`src/rtl/sclk_burst_ctrl.sv`:
```
// Serial-clock burst sequencer: divides clk_in by 2**(div_cur+1) and emits a
// bounded burst of sclk periods with rise/fall/done strobes.
module sclk_burst_ctrl #(
   parameter int DIV_WIDTH = 4,
   parameter int CNT_WIDTH = 16
) (
   input  logic                 clk_in,
   input  logic                 rst,
   input  logic [DIV_WIDTH-1:0] cfg_div,
   input  logic                 cfg_valid,
   output logic                 cfg_ready,
   output logic [DIV_WIDTH-1:0] div_cur,
   input  logic                 start,
   input  logic [CNT_WIDTH-1:0] nbits,
   input  logic                 abort,
   output logic                 sclk,
   output logic                 sclk_rise,
   output logic                 sclk_fall,
   output logic                 busy,
   output logic                 done,
   output logic [CNT_WIDTH-1:0] bits_left
);

   localparam int HW = (1 << DIV_WIDTH) - 1;

   typedef enum logic [1:0] {
      ST_IDLE = 2'd0,
      ST_LOW  = 2'd1,
      ST_HIGH = 2'd2,
      ST_FIN  = 2'd3
   } state_t;

   state_t                 state_q, state_d;
   logic [HW-1:0]          hcnt_q, hcnt_d;
   logic [DIV_WIDTH-1:0]   div_cur_q, div_cur_d;
   logic [CNT_WIDTH-1:0]   bits_left_q, bits_left_d;
   logic                   sclk_q, sclk_d;
   logic                   sclk_rise_q, sclk_rise_d;
   logic                   sclk_fall_q, sclk_fall_d;
   logic                   busy_q, busy_d;
   logic                   done_q, done_d;
   logic                   cfg_ready_q, cfg_ready_d;

   logic [HW-1:0]          h_max_s;
   logic                   half_end_s;
   logic                   last_bit_s;
   logic                   cfg_take_s;

   // H-1 as a mask of div_cur ones; the top exponent wraps to all ones.
   assign h_max_s    = ~({HW{1'b1}} << div_cur_q);
   assign half_end_s = (hcnt_q == h_max_s);
   assign last_bit_s = (bits_left_q == CNT_WIDTH'(1));
   assign cfg_take_s = cfg_valid && (state_q == ST_IDLE);

   // State register.
   always_ff @(posedge clk_in or posedge rst) begin
      if (rst) begin
         state_q <= ST_IDLE;
      end else begin
         state_q <= state_d;
      end
   end

   // Next-state logic; abort wins over a completing half period.
   always_comb begin
      state_d = state_q;
      case (state_q)
         ST_IDLE: begin
            if (start) begin
               state_d = (nbits == CNT_WIDTH'(0)) ? ST_FIN : ST_LOW;
            end else begin
               state_d = ST_IDLE;
            end
         end
         ST_LOW: begin
            if (abort)           state_d = ST_IDLE;
            else if (half_end_s) state_d = ST_HIGH;
            else                 state_d = ST_LOW;
         end
         ST_HIGH: begin
            if (abort)           state_d = ST_IDLE;
            else if (half_end_s) state_d = last_bit_s ? ST_IDLE : ST_LOW;
            else                 state_d = ST_HIGH;
         end
         ST_FIN:  state_d = ST_IDLE;
         default: state_d = ST_IDLE;
      endcase
   end

   // Output decode from the upcoming state so every output is a flop.
   always_comb begin
      sclk_d      = (state_d == ST_HIGH);
      sclk_rise_d = (state_d == ST_HIGH) && (state_q != ST_HIGH);
      sclk_fall_d = (state_q == ST_HIGH) && (state_d != ST_HIGH);
      busy_d      = (state_d == ST_LOW) || (state_d == ST_HIGH);
      cfg_ready_d = (state_d == ST_IDLE);
      done_d      = (state_d == ST_FIN) ||
                    ((state_q == ST_HIGH) && (state_d == ST_IDLE) && !abort);
   end

   // Datapath: config latch, half-period counter and remaining-period count.
   always_comb begin
      div_cur_d = cfg_take_s ? cfg_div : div_cur_q;
      if ((state_d != state_q) || !((state_d == ST_LOW) || (state_d == ST_HIGH))) begin
         hcnt_d = {HW{1'b0}};
      end else begin
         hcnt_d = hcnt_q + HW'(1);
      end
      bits_left_d = bits_left_q;
      case (state_q)
         ST_IDLE: bits_left_d = start ? nbits : CNT_WIDTH'(0);
         ST_LOW:  bits_left_d = abort ? CNT_WIDTH'(0) : bits_left_q;
         ST_HIGH: begin
            if (abort)           bits_left_d = CNT_WIDTH'(0);
            else if (half_end_s) bits_left_d = bits_left_q - CNT_WIDTH'(1);
            else                 bits_left_d = bits_left_q;
         end
         ST_FIN:  bits_left_d = CNT_WIDTH'(0);
         default: bits_left_d = CNT_WIDTH'(0);
      endcase
   end

   // Output and datapath registers.
   always_ff @(posedge clk_in or posedge rst) begin
      if (rst) begin
         hcnt_q      <= {HW{1'b0}};
         div_cur_q   <= {DIV_WIDTH{1'b0}};
         bits_left_q <= {CNT_WIDTH{1'b0}};
         sclk_q      <= 1'b0;
         sclk_rise_q <= 1'b0;
         sclk_fall_q <= 1'b0;
         busy_q      <= 1'b0;
         done_q      <= 1'b0;
         cfg_ready_q <= 1'b1;
      end else begin
         hcnt_q      <= hcnt_d;
         div_cur_q   <= div_cur_d;
         bits_left_q <= bits_left_d;
         sclk_q      <= sclk_d;
         sclk_rise_q <= sclk_rise_d;
         sclk_fall_q <= sclk_fall_d;
         busy_q      <= busy_d;
         done_q      <= done_d;
         cfg_ready_q <= cfg_ready_d;
      end
   end

   assign cfg_ready = cfg_ready_q;
   assign div_cur   = div_cur_q;
   assign sclk      = sclk_q;
   assign sclk_rise = sclk_rise_q;
   assign sclk_fall = sclk_fall_q;
   assign busy      = busy_q;
   assign done      = done_q;
   assign bits_left = bits_left_q;

endmodule

```
`config.mk`:
```
export PLATFORM = sky130hd
export DESIGN_NAME = sclk_burst_ctrl
export DESIGN_NICKNAME = d
export VERILOG_FILES = /design/src/rtl/sclk_burst_ctrl.sv
export SDC_FILE = /design/constraint.sdc
export NUM_CORES = 1
export LEC_CHECK = 0
export CORE_ASPECT_RATIO = 0.9
export CORE_MARGIN = 4
export CORE_UTILIZATION = 45
export DETAILED_ROUTE_END_ITERATION = 12
export DONT_BUFFER_PORTS = 1
export GPL_TIMING_DRIVEN = 0
export PLACE_DENSITY = 0.61
export SLEW_MARGIN = 5
export SYNTH_ARGS = -nofsm -noshare
export SYNTH_HDL_FRONTEND = slang
export SYNTH_SLANG_ARGS = --single-unit
export TNS_END_PERCENT = 20
```
`constraint.sdc`:
```
create_clock -name clk_in -period 5.3 [get_ports clk_in]
set_input_delay 0.795 -clock clk_in [delete_from_list [all_inputs] [get_ports clk_in]]
set_output_delay 0.795 -clock clk_in [all_outputs]
set_load 0.02 [all_outputs]
```
* Yosys cells after proc, flatten, opt, wreduce, memory -nomap -nowiden
Index checks and enable logic that the tools add are counted.
Word-level totals: bits in registers 43, input port bits 25, output and inout bits 26
Cells by class: $add $sub $neg 2, equal/unequal tests 13, shifts and indexed selects 1, muxes and demuxes 14, bitwise gates (word level) 1, reductions and logical operators 14
Operators by type and width (count):
- $mux 16 | 4
- $pmux 16 s4 | 1
- $eq 16x1->1 const B | 1
- $logic_not 16->1 | 1
- $sub 16x1->16 const B | 1
- $add 15x1->15 const B | 1
- $eq 15x15->1 | 1
- $mux 15 | 1
- $not 15->15 | 1
- $shl 15x4->15 const A | 1
- $mux 2 | 6
- $eq 2x2->1 const B | 4
- $pmux 2 s4 | 1
- $ne 2x2->1 const B | 3
- $logic_and 1x1->1 | 5
- $eq 2x1->1 const B | 2
- $logic_not 2->1 | 2
- $logic_or 1x1->1 | 3
- $ne 3x3->1 const B | 1
- $logic_not 1->1 | 2
- $ne 2x2->1 | 1
- $reduce_and 2->1 | 1
- $mux 1 | 1

* Longest topological paths before layout
Gate-level depths: netlist of the first run.
word-level depth 11, gate-level depth with buffers 15, mapped depth without buffers 11

* Least setup slack after synthesis of the first run
Ideal clock, no wire load.
path type register -> register, start register div_cur_q[3] (netlist: div_cur[3]), end register hcnt_q[6], data arrival time 2957 ps, data required time 5228 ps, path slack 2271 ps, cell stages (with the launch flop) 16, path buffers 4, clock period less this slack 3029 ps, path through dfrtp_1 > buf_6 > buf_6 > nor2_1 > nand4_1 > a32o_1 > a211oi_4 > nand2_4 > buf_6 > nand2_1 > o211ai_1 > ha_1 > a211oi_1 > o21ai_2 > buf_6 > nor2_1
On the way: longest elaborated chain between the ends 11, elaborated cells on any way between the ends 15, those cells by class eq/ne (4); shift (1); mux (6); bitwise (1); reduce/logical (3)
RTL lines:
- start: declaration | line 35 | logic [DIV_WIDTH-1:0] div_cur_q, div_cur_d;
- start signal: assignment | line 127 | div_cur_q <= {DIV_WIDTH{1'b0}};
- start signal: assignment | line 137 | div_cur_q <= div_cur_d;
- $shl 15x4->15 * | line 50 | assign h_max_s = ~({HW{1'b1}} << div_cur_q);
- $not 15->15 * | line 50
- $eq 15x15->1 * | line 51 | assign half_end_s = (hcnt_q == h_max_s);
- $mux 2 (on tied branches) | line 82, 77
- $mux 2 (on tied branches) | line 81, 76
- $pmux 2 s4 * | line 67 | case (state_q)
- net state_d[1] | line 33 | state_t state_q, state_d;
- $eq 2x1->1 or $eq 2x2->1 (tied branches) | line 104 | if ((state_d != state_q) || !((state_d == ST_LOW) || (state_d == ST_HIGH))) begin
- $logic_or 1x1->1 | line 104
- $logic_not 1->1 | line 104
- $logic_or 1x1->1 * | line 104
- $mux 15 * | line 104
- net hcnt_d[6] | line 34 | logic [HW-1:0] hcnt_q, hcnt_d;
- end signal: assignment | line 126 | hcnt_q <= {HW{1'b0}};
- end signal: assignment | line 136 | hcnt_q <= hcnt_d;
- end: declaration | line 34
The timed path passes the listed nets; every way through them passes the cells marked *. A chain may end at the register's enable or synchronous reset.

* Worst setup path in the final report of the first run
start register div_cur_q[3] (netlist: div_cur[3]), end register hcnt_q[10]
Same word-level chain as after synthesis.

==> out/qor.yml, run 1 <==
worst_slack_ps: 1650
hold_viol: 0
final_cell_mix: "42 x dfrtp_1, 38 x nor2_1, 24 x nand2_1"
end_kind: "flop"
cts_setup_buffers: 0
drtAntennaViolNets: 0
synth_ff_type: "dfrtp_1"
drive_gt1_share_pct: 10.5
portBuffers: 0
skew_ps: 14.3
relSlewSlack_pct: 49.0
cts_hold_buffers: 0
vias: 2445
slew_viol_final: 0
placedCellCount: 376
routed_wl_mm: 7.34
grt-ovfl-total: 0
start_util_pct: 47.0
pwr-share-clk_pct: 31.3
utilization_pct: 51.2
grt_pass1_wl_mm: 11.6
period_minus_slack_ps: 3650
ff2ff_path_depth: 15
internal-power_mw: 0.636
die_area_um2: 7310
drt-wirelength-per-cell_um: 19.1
gp_congestion: 0.912
netlist_instances: 305
pwr-share-seq_pct: 44.0
yosys_warnings: 0
max_cap_viol_count: 0
fmax_ghz: 0.274
layout_commonest_cell: "dfrtp_1"
clock_latency_ps: 300
grt_pass1_vias: 2237
dieHeight_um: 81.5
floorplan.rows: 26
antenna_cells: 0
dp_hpwl_mm: 5.37
drt_iter0_drc: 200
swShare_pct: 34.7
numCtsBuffers: 5
avgSynthCellArea_um2: 8.87
clk_pin_slew_ps: 80
worstPathMaxFanout: 10
core_region_area_um2: 5760
synth_async_sr_flop_share_pct: 100
drc: 0
layoutNonFillerInstCount: 384
ir_drop_v: 0.000169
ys_types: 61
fin_nets: 342
synth-seq-cells: 43
h-tree-depth: 2
fin_crit_sh_pct: 68.9
grt_max_degree: 38
numClockSinks: 43
cts.path.max_buffers: 2
syn-cell-area_um2: 2700
p_leak_nw: 1.21
worst_pin_slew_ps: 761
p_per_area_nw_per_um2: 330
rsz0062_at_grt: "no"
cts-resized-gates: 0
io_pins: 51
syn_to_final_growth_pct: 9.07
status: "finished, final reports clean"
worstSetupStartpointType: "flop"
cts-root-buf: "clkbuf_8"
drt-pass1-iter-count: 5
die-width_um: 89.7
yosysSeqAreaShare_pct: 39.8
pwr-share-comb_pct: 24.6
tns_ps: 0
syn_nets: 334
cts_tree: "built"
crit_type: "flop to flop"
gr-usage-all-layers_pct: 19.9
antenna_found_initial: 0
cp.required_ps: 5530
setup_violations: 0
preCtsSetupSlack_ps: 1680
crit_arrival_ps: 3880
power.switching_mw: 0.337
synth-edff-count: 0
viasPerCell: 6.37
worstHoldPathType: "primary input to asynchronous set/reset pin"
==> layout make-up <==
class / instances / area [um^2]
fillers: 547 / 2810
multi-input cells: 234 / 1480
flip-flops and latches: 43 / 1080
plain buffers: 17 / 109
well taps: 70 / 87.6
clock buffers: 6 / 72.6
clock inverters: 2 / 60.1
inverters: 11 / 41.3
repair buffers: 1 / 20.0
==> final timing paths <==
kind,startpoint,endpoint,slack (ps)
min,rst,div_cur[1]$_DFFE_PP0P_,280
min reg2reg,hcnt_q[14]$_DFF_PP0_,hcnt_q[14]$_DFF_PP0_,560
max in group asynchronous,rst,cfg_ready$_DFF_PP1_,4540
min in group clk_in,hcnt_q[14]$_DFF_PP0_,hcnt_q[14]$_DFF_PP0_,560
max,div_cur[3]$_DFFE_PP0P_,hcnt_q[10]$_DFF_PP0_,1650
max reg2reg,div_cur[3]$_DFFE_PP0P_,hcnt_q[10]$_DFF_PP0_,1650
==> synthesized netlist by cell type (all sizes together) (3+ instances only) <==
master   instances  area share [%]
a21oi           11             2.6
a211oi           5             1.9
o22ai            4            0.93
inv             11             1.5
clkbuf           8             1.1
nor4            10             2.3
and3             7             1.6
o221ai           5             1.6
o21ai           16             3.1
or3              3            0.69
and2             5             1.2
nand3           15             2.8
xnor2            6             1.9
buf              9             2.9
nand4            5             1.2
nand2b           6             1.4
a22oi            7             1.9
nor2            38             5.3
xor2             8             2.6
nand2           25             3.7
o211ai           3            0.83
a2bb2oi          5             2.1
a221oi           3            0.97
dfrtp           42              39
ha               4             1.9
nor3            10             1.9
==> stage by stage <==
step | total power, mW | instance area, um^2 | hold WS (ps)
after floorplan | 0.606 | 2700 | 488
final | 0.973 | 2950 | 280
after CTS | 0.975 | 2940 | 281
after global routing | 1.02 | 2950 | 283
after detailed placement | 0.670 | 2810 | 551
after global placement | 0.665 | 2790 | 537
==> worst max-delay path: stages (launching register included) <==
cell,delay [ps]
dfrtp_1,540
buf_6,220
buf_6,140
nor2_1,140
nand4_1,110
a32o_1,290
a211oi_4,440
nand2_4,200
buf_6,210
nand2_1,70
o211ai_1,130
ha_1,350
a211oi_1,280
o21ai_2,180
buf_6,180
nor2_1,100
==> flip-flops by register name (all words and copies together) (netlist names) <==
signal     count
bits_left     16
busy           1
cfg_ready      1
div_cur        4
done           1
hcnt_q        15
sclk           1
sclk_fall      1
sclk_rise      1
state_q        2
==> layer usage <==
metal,up-vias,GRT usage (%),share of wire [%]
met5,-,0,0
met1,1188,29.4,48
met3,6,6.59,9.4
met2,104,28.5,42
li1,1147,-,-
met4,0,3.37,0.52
==> cell families after synthesis <==
group	Yosys count	synth area share (%)
XOR/XNOR	14	4.54
flip-flops	43	39.8
buffers and inverters	28	5.55
adder cells (fa/ha/maj)	4	1.85
AO/OA/AOI/OAI	77	21.5
multiplexers	4	1.57
AND/OR/NAND/NOR	135	25.1
==> power by group through the flow <==
stage / combinational (mW) / clock, mW / sequential (mW)
2_1_floorplan: 0.187 / 0 / 0.419
4_1_cts: 0.237 / 0.310 / 0.428
3_3_place_gp: 0.232 / 0 / 0.433
6_report: 0.240 / 0.305 / 0.428
3_5_place_dp: 0.236 / 0 / 0.435
5_1_grt: 0.265 / 0.326 / 0.434
Power figures use the tool's default switching activity.
==> run 2, diff against run 1 <==
clock period = 3.7 ns   (was 5.3 ns; I/O delays follow)
==> run 2 against run 1 <==
- core utilization is 0.43 points higher
- critical path depth unchanged
- clock power rose by 42%
- register-to-register slack got worse by 1400 ps
- sequential power rose by 44%
- combinational power rose by 43%
- maximum frequency grew 4.8%
- clock skew is 1.5 ps lower
- setup slack lost 1400 ps
- hold slack got worse by 240 ps
- count of clock-buffer cells in the layout is the same
- total power grew 43%
- critical path type unchanged
- largest cell class unchanged
- highest routed layer unchanged
==> out/qor.yml, run 2 (synthesis gave the netlist of run 1 again) <==
numCtsBuffers: 5
grt_max_degree: 38
status: "finished, final reports clean"
cts.path.max_buffers: 2
tns_ps: 0
drt-wirelength-per-cell_um: 18.9
fmax_ghz: 0.287
dp_hpwl_mm: 5.37
die_area_um2: 7310
worstPathMaxFanout: 10
drtAntennaViolNets: 0
crit_arrival_ps: 3710
drive_gt1_share_pct: 12.0
utilization_pct: 51.7
dieHeight_um: 81.5
internal-power_mw: 0.912
pwr-share-seq_pct: 44.2
fillers: 545
start_util_pct: 47.0
grt_pass1_vias: 2237
skew_ps: 12.7
final_cell_mix: "40 x dfrtp_1, 38 x nor2_1, 24 x nand2_1"
core_region_area_um2: 5760
clock_latency_ps: 300
floorplan.rows: 26
antenna_cells: 0
gr-usage-all-layers_pct: 19.9
antenna_found_initial: 0
routed_wl_mm: 7.32
slew_viol_final: 0
preCtsSetupSlack_ps: 79.9
relSlewSlack_pct: 47.1
crit_start: "div_cur[3]$_DFFE_PP0P_"
worst_slack_ps: 213
grt-ovfl-total: 0
cts_hold_buffers: 0
worstHoldPathType: "primary input to asynchronous set/reset pin"
ir_drop_v: 0.000239
rr_startpoint: "div_cur[3]$_DFFE_PP0P_"
rsz0062_at_grt: "no"
power.switching_mw: 0.479
fin_crit_sh_pct: 94.2
crit_type: "flop to flop"
numClockSinks: 43
hold_viol: 0
die-width_um: 89.7
worst_pin_slew_ps: 790
worstSetupStartpointType: "flop"
clk_pin_slew_ps: 80
viasPerCell: 6.27
cts_tree: "built"
p_per_area_nw_per_um2: 468
end_kind: "flop"
pwr-share-clk_pct: 31.2
pwr-share-comb_pct: 24.7
ff2ff_path_depth: 15
drc: 0
period_minus_slack_ps: 3490
cp.required_ps: 3930
swShare_pct: 34.4
multiInputGateArea_um2: 1480
reg2reg_slack_ps: 210
drt-pass1-iter-count: 5
io_pins: 51
regArea_um2: 1080
largest_reg_flops: 16
portBuffers: 0
syn_to_final_growth_pct: 10.0
h-tree-depth: 2
drt_iter0_drc: 193
grt_pass1_wl_mm: 11.6
cts-root-buf: "clkbuf_8"
vias: 2425
max_cap_viol_count: 0
fin_nets: 345
gp_congestion: 0.912
worst_r2r_endpoint: "hcnt_q[10]$_DFF_PP0_"
layout_commonest_cell: "dfrtp_1"
p_leak_nw: 1.22
setup_violations: 0
[run 2: cell types whose count changed in the layout (fill, tap and decap cells not counted), sizes merged]
cell	change
buf	+3
[run 2: how the worst max path moves through the flow]
stage	slack [ps]	end	depth (start not counted)
after floorplan	670	hcnt_q[6]$_DFF_PP0_	15
after global placement	150	hcnt_q[9]$_DFF_PP0_	15
after detailed placement	80	hcnt_q[10]$_DFF_PP0_	15
after CTS	20	hcnt_q[10]$_DFF_PP0_	15
after global routing	0.4	hcnt_q[10]$_DFF_PP0_	14
final	210	hcnt_q[10]$_DFF_PP0_	15
[run 2: power groups by stage]
| stage | clock, mW | combinational, mW | sequential [mW] |
|---|---|---|---|
| finish | 0.434 | 0.343 | 0.615 |
| global route | 0.466 | 0.380 | 0.622 |
| CTS | 0.444 | 0.339 | 0.613 |
| detailed placement | 0 | 0.337 | 0.622 |
| global placement | 0 | 0.332 | 0.621 |
| floorplan | 0 | 0.268 | 0.600 |
[run 2: critical path: stages (launching register included)]
cell and delay [ps]:
dfrtp_1 540, buf_6 220, buf_6 140, nor2_1 140
nand4_1 110, a32o_1 300, a211oi_4 320, nand2_4 170
buf_6 190, nand2_1 70, o211ai_1 130, ha_1 350
a211oi_1 280, o21ai_2 180, buf_6 180, nor2_1 100
[run 2: stage by stage]
step | hold WS [ps] | area, um^2 | cells | power (mW)
floorplan | 488 | 2700 | 305 | 0.868
global placement | 537 | 2790 | 375 | 0.953
detailed placement | 359 | 2810 | 376 | 0.960
CTS | 40.8 | 2940 | 384 | 1.40
global route | 42.6 | 2970 | 387 | 1.47
finish | 39.4 | 2970 | 387 | 1.39
[run 2: per-layer routing]
metal	wire (um)	part of all wire, %	up-vias	GRT usage [%]
met5	0	0	-	0
met4	29	0.40	0	3.37
met3	724	9.9	5	6.59
met2	3080	42	106	28.5
met1	3480	48	1160	29.4
li1	-	-	1154	-
[run 2: final cells by class]
type / count / share of cell area (%)
clock buffer: 6 / 2.44
multi-input combinational: 234 / 49.8
buffer: 17 / 3.66
inverter: 11 / 1.39
clock inverter: 2 / 2.02
timing repair buffer: 4 / 1.43
tap: 70 / 2.94
sequential: 43 / 36.3
[run 2: repair_timing]
item                                    in CTS  in global routing
gates resized for setup                      0                  2
endpoints found under the setup margin       0                 14
buffers inserted                             0                  3
==> run 3, diff against run 2 <==
ABC_AREA = 1   (was unset)
clock period = 4.3 ns   (was 3.7 ns; I/O delays follow)
==> run 3 against run 2 <==
- global-route usage shrank 1.9 points
- setup slack gained 1300 ps
- wire length shrank 14%
- register-to-register slack gained 1300 ps
- via count shrank 4.0%
- non-clock buffer count shrank 15
- cell count grew 16%
- hold slack gained 200 ps
- critical path type unchanged
- critical endpoint is now hcnt_q[12]$_DFF_PP0_
- highest routed layer unchanged
==> out/qor.yml, run 3 <==
synth_ff_type: "dfrtp_1"
cp.required_ps: 4540
drt-wirelength-per-cell_um: 14.0
syn-cell-area_um2: 2810
fillers: 606
crit_arrival_ps: 2980
rsz0062_at_grt: "no"
synth_most_common_cell: "nand2_1"
syn_nets: 396
grt_max_degree: 24
worstHoldPathType: "primary input to asynchronous set/reset pin"
syn_to_final_growth_pct: 7.75
setup_violations: 0
synth_common_cells: "83 x nand2_1, 46 x inv_1, 43 x nor2_1, 42 x dfrtp_1, 29 x o21ai_0"
max_cap_viol_count: 0
gr-usage-all-layers_pct: 17.9
period_minus_slack_ps: 2740
utilization_pct: 49.8
end_kind: "flop"
cp_common_cell: "nand2_1"
antenna_cells: 0
synth-edff-count: 0
p_leak_nw: 1.36
drtAntennaViolNets: 0
ys_types: 34
yosys_warnings: 0
slew_viol_final: 0
cts.path.max_buffers: 2
drive_gt1_share_pct: 13.3
routed_wl_mm: 6.27
cts_setup_buffers: 0
tns_ps: 0
relSlewSlack_pct: 67.2
fin_crit_sh_pct: 63.7
power_mw: 1.03
viasPerCell: 5.20
avgSynthCellArea_um2: 7.65
dp_hpwl_mm: 4.96
clk_pin_slew_ps: 80
portBuffers: 0
ff2ff_path_depth: 17
dieHeight_um: 83.0
drc: 0
grt_pass1_wl_mm: 11.0
internal-power_mw: 0.661
cts_tree: "built"
drt_iter0_drc: 104
p_per_area_nw_per_um2: 340
netlist_instances: 367
worst_r2r_endpoint: "hcnt_q[12]$_DFF_PP0_"
antenna_found_initial: 0
largest_reg_flops: 16
skew_ps: 5.45
swShare_pct: 35.7
worstPathMaxFanout: 10
core_region_area_um2: 6080
crit_type: "flop to flop"
die-width_um: 91.3
multiInputGateArea_um2: 1490
start_util_pct: 46.2
status: "finished, final reports clean"
clock_latency_ps: 300
crit_chain: "nor2_2 -> nand2_1 -> nand3b_1 -> nand2_1 -> nor2_1 -> nand2_1 -> nor2_4 -> nand2_4 -> nand2_1 -> nand3_2 -> nand2_4 -> inv_1 -> ha_1 -> nor2_4 -> nand3_4 -> buf_12 -> nor2_4"
synth_async_sr_flop_share_pct: 100
worstSetupStartpointType: "flop"
cts-resized-gates: 0
pwr-share-seq_pct: 48.3
h-tree-depth: 2
yosysSeqAreaShare_pct: 38.4
layout_commonest_cell: "nand2_1"
fmax_ghz: 0.365
gp_congestion: 0.856
pwr-share-clk_pct: 28.0
cts-root-buf: "clkbuf_8"
ir_drop_v: 0.000135
floorplan.rows: 27
max_stage_delay_ps: 550
drt-pass1-iter-count: 4
rr_startpoint: "div_cur[1]$_DFFE_PP0P_"
crit_slowest_cell: "dfrtp_1"
vias: 2328
power.switching_mw: 0.368
grt_pass1_vias: 2276
grt-ovfl-total: 0
cp_num_buf_inv: 2
io_pins: 51
synth_top_area_share_pct: 37.4
synth_top_cells_by_area: "dfrtp_1 37%, nand2_1 11%, inv_1 6.1%"
die_area_um2: 7570
fin_nets: 404
regArea_um2: 1080
timing.hold.ws_ps: 240
final_cell_mix: "83 x nand2_1, 45 x inv_1, 43 x nor2_1"
hold_viol: 0
yosysTopAreaCell: "dfrtp_1"
synth-seq-cells: 43
critPathTopFamily: "simple AND/OR/NAND/NOR gates"
worst_pin_slew_ps: 491
cts_hold_buffers: 0
pwr-share-comb_pct: 23.7
numClockSinks: 43
numCtsBuffers: 5
reg2reg_slack_ps: 1560
-- run 3: cell types whose count changed in the layout (fill, tap and decap cells not counted), moves of 6 or more --
cell and change:
xor2_1 +8, clkbuf_1 -8, nand2_1 +59, nor4_1 -8
nor2_4 +14, nand2b_1 -6, a22oi_1 -6, o21ai_0 +17
and3_1 -7, inv_1 +35
-- run 3: metal layers --
metal / track usage, % / vias up / part of all wire (%)
met5: 0 / - / 0
met4: 4.79 / 0 / 1.4
met3: 5.71 / 10 / 6.3
met2: 26.0 / 57 / 43
met1: 25.7 / 1071 / 49
li1: - / 1190 / -
-- run 3: stage by stage --
stage	cell area [um^2]	instances	setup slack, ps
2_1_floorplan	2810	367	1890
3_3_place_gp	2900	439	1600
3_5_place_dp	2930	440	1560
4_1_cts	3030	448	1550
5_1_grt	3030	448	1290
6_report	3030	448	1560
-- run 3: worst reg2reg max path, delay by kind of cell, from the launching register on --
family	cells	cell delay (ps)
flops	1	550
fa+ha+maj	1	310
buf+inv	2	240
simple gates	14	1570
-- run 3: how the worst max path moves through the flow --
stage	from	endpoint	slack, ps	cells past startpoint
floorplan	div_cur[2]$_DFFE_PP0P_	hcnt_q[12]$_DFF_PP0_	1890	15
global placement	div_cur[1]$_DFFE_PP0P_	hcnt_q[7]$_DFF_PP0_	1600	17
detailed placement	div_cur[1]$_DFFE_PP0P_	hcnt_q[12]$_DFF_PP0_	1560	17
CTS	div_cur[1]$_DFFE_PP0P_	hcnt_q[4]$_DFF_PP0_	1550	17
global route	div_cur[1]$_DFFE_PP0P_	hcnt_q[10]$_DFF_PP0_	1290	17
finish	div_cur[1]$_DFFE_PP0P_	hcnt_q[12]$_DFF_PP0_	1560	17
-- run 3: power by group through the flow --
stage	logic, mW	registers, mW	clock network (mW)
after global routing	0.280	0.502	0.318
final	0.244	0.496	0.288
after detailed placement	0.244	0.505	0
after CTS	0.245	0.497	0.296
after global placement	0.238	0.505	0
after floorplan	0.197	0.494	0
-- run 3: logic make-up after synthesis --
kind of cell             count (synthesis)  share of synthesized area (%)
AND/OR/NAND/NOR                        190                           34.3
adder cells (fa/ha/maj)                  4                           1.78
AO/OA/AOI/OAI                           50                           9.58
multiplexers                             1                          0.401
buffers and inverters                   57                           8.77
flip-flops                              43                           38.4
XOR/XNOR                                22                           6.86
-- run 3: final cells by class --
class | count | area share (%)
multi-input combinational | 267 | 49.1
clock buffer | 8 | 3.31
tap | 72 | 2.98
inverter | 52 | 6.45
timing repair buffer | 1 | 0.909
buffer | 5 | 1.69
sequential | 43 | 35.6
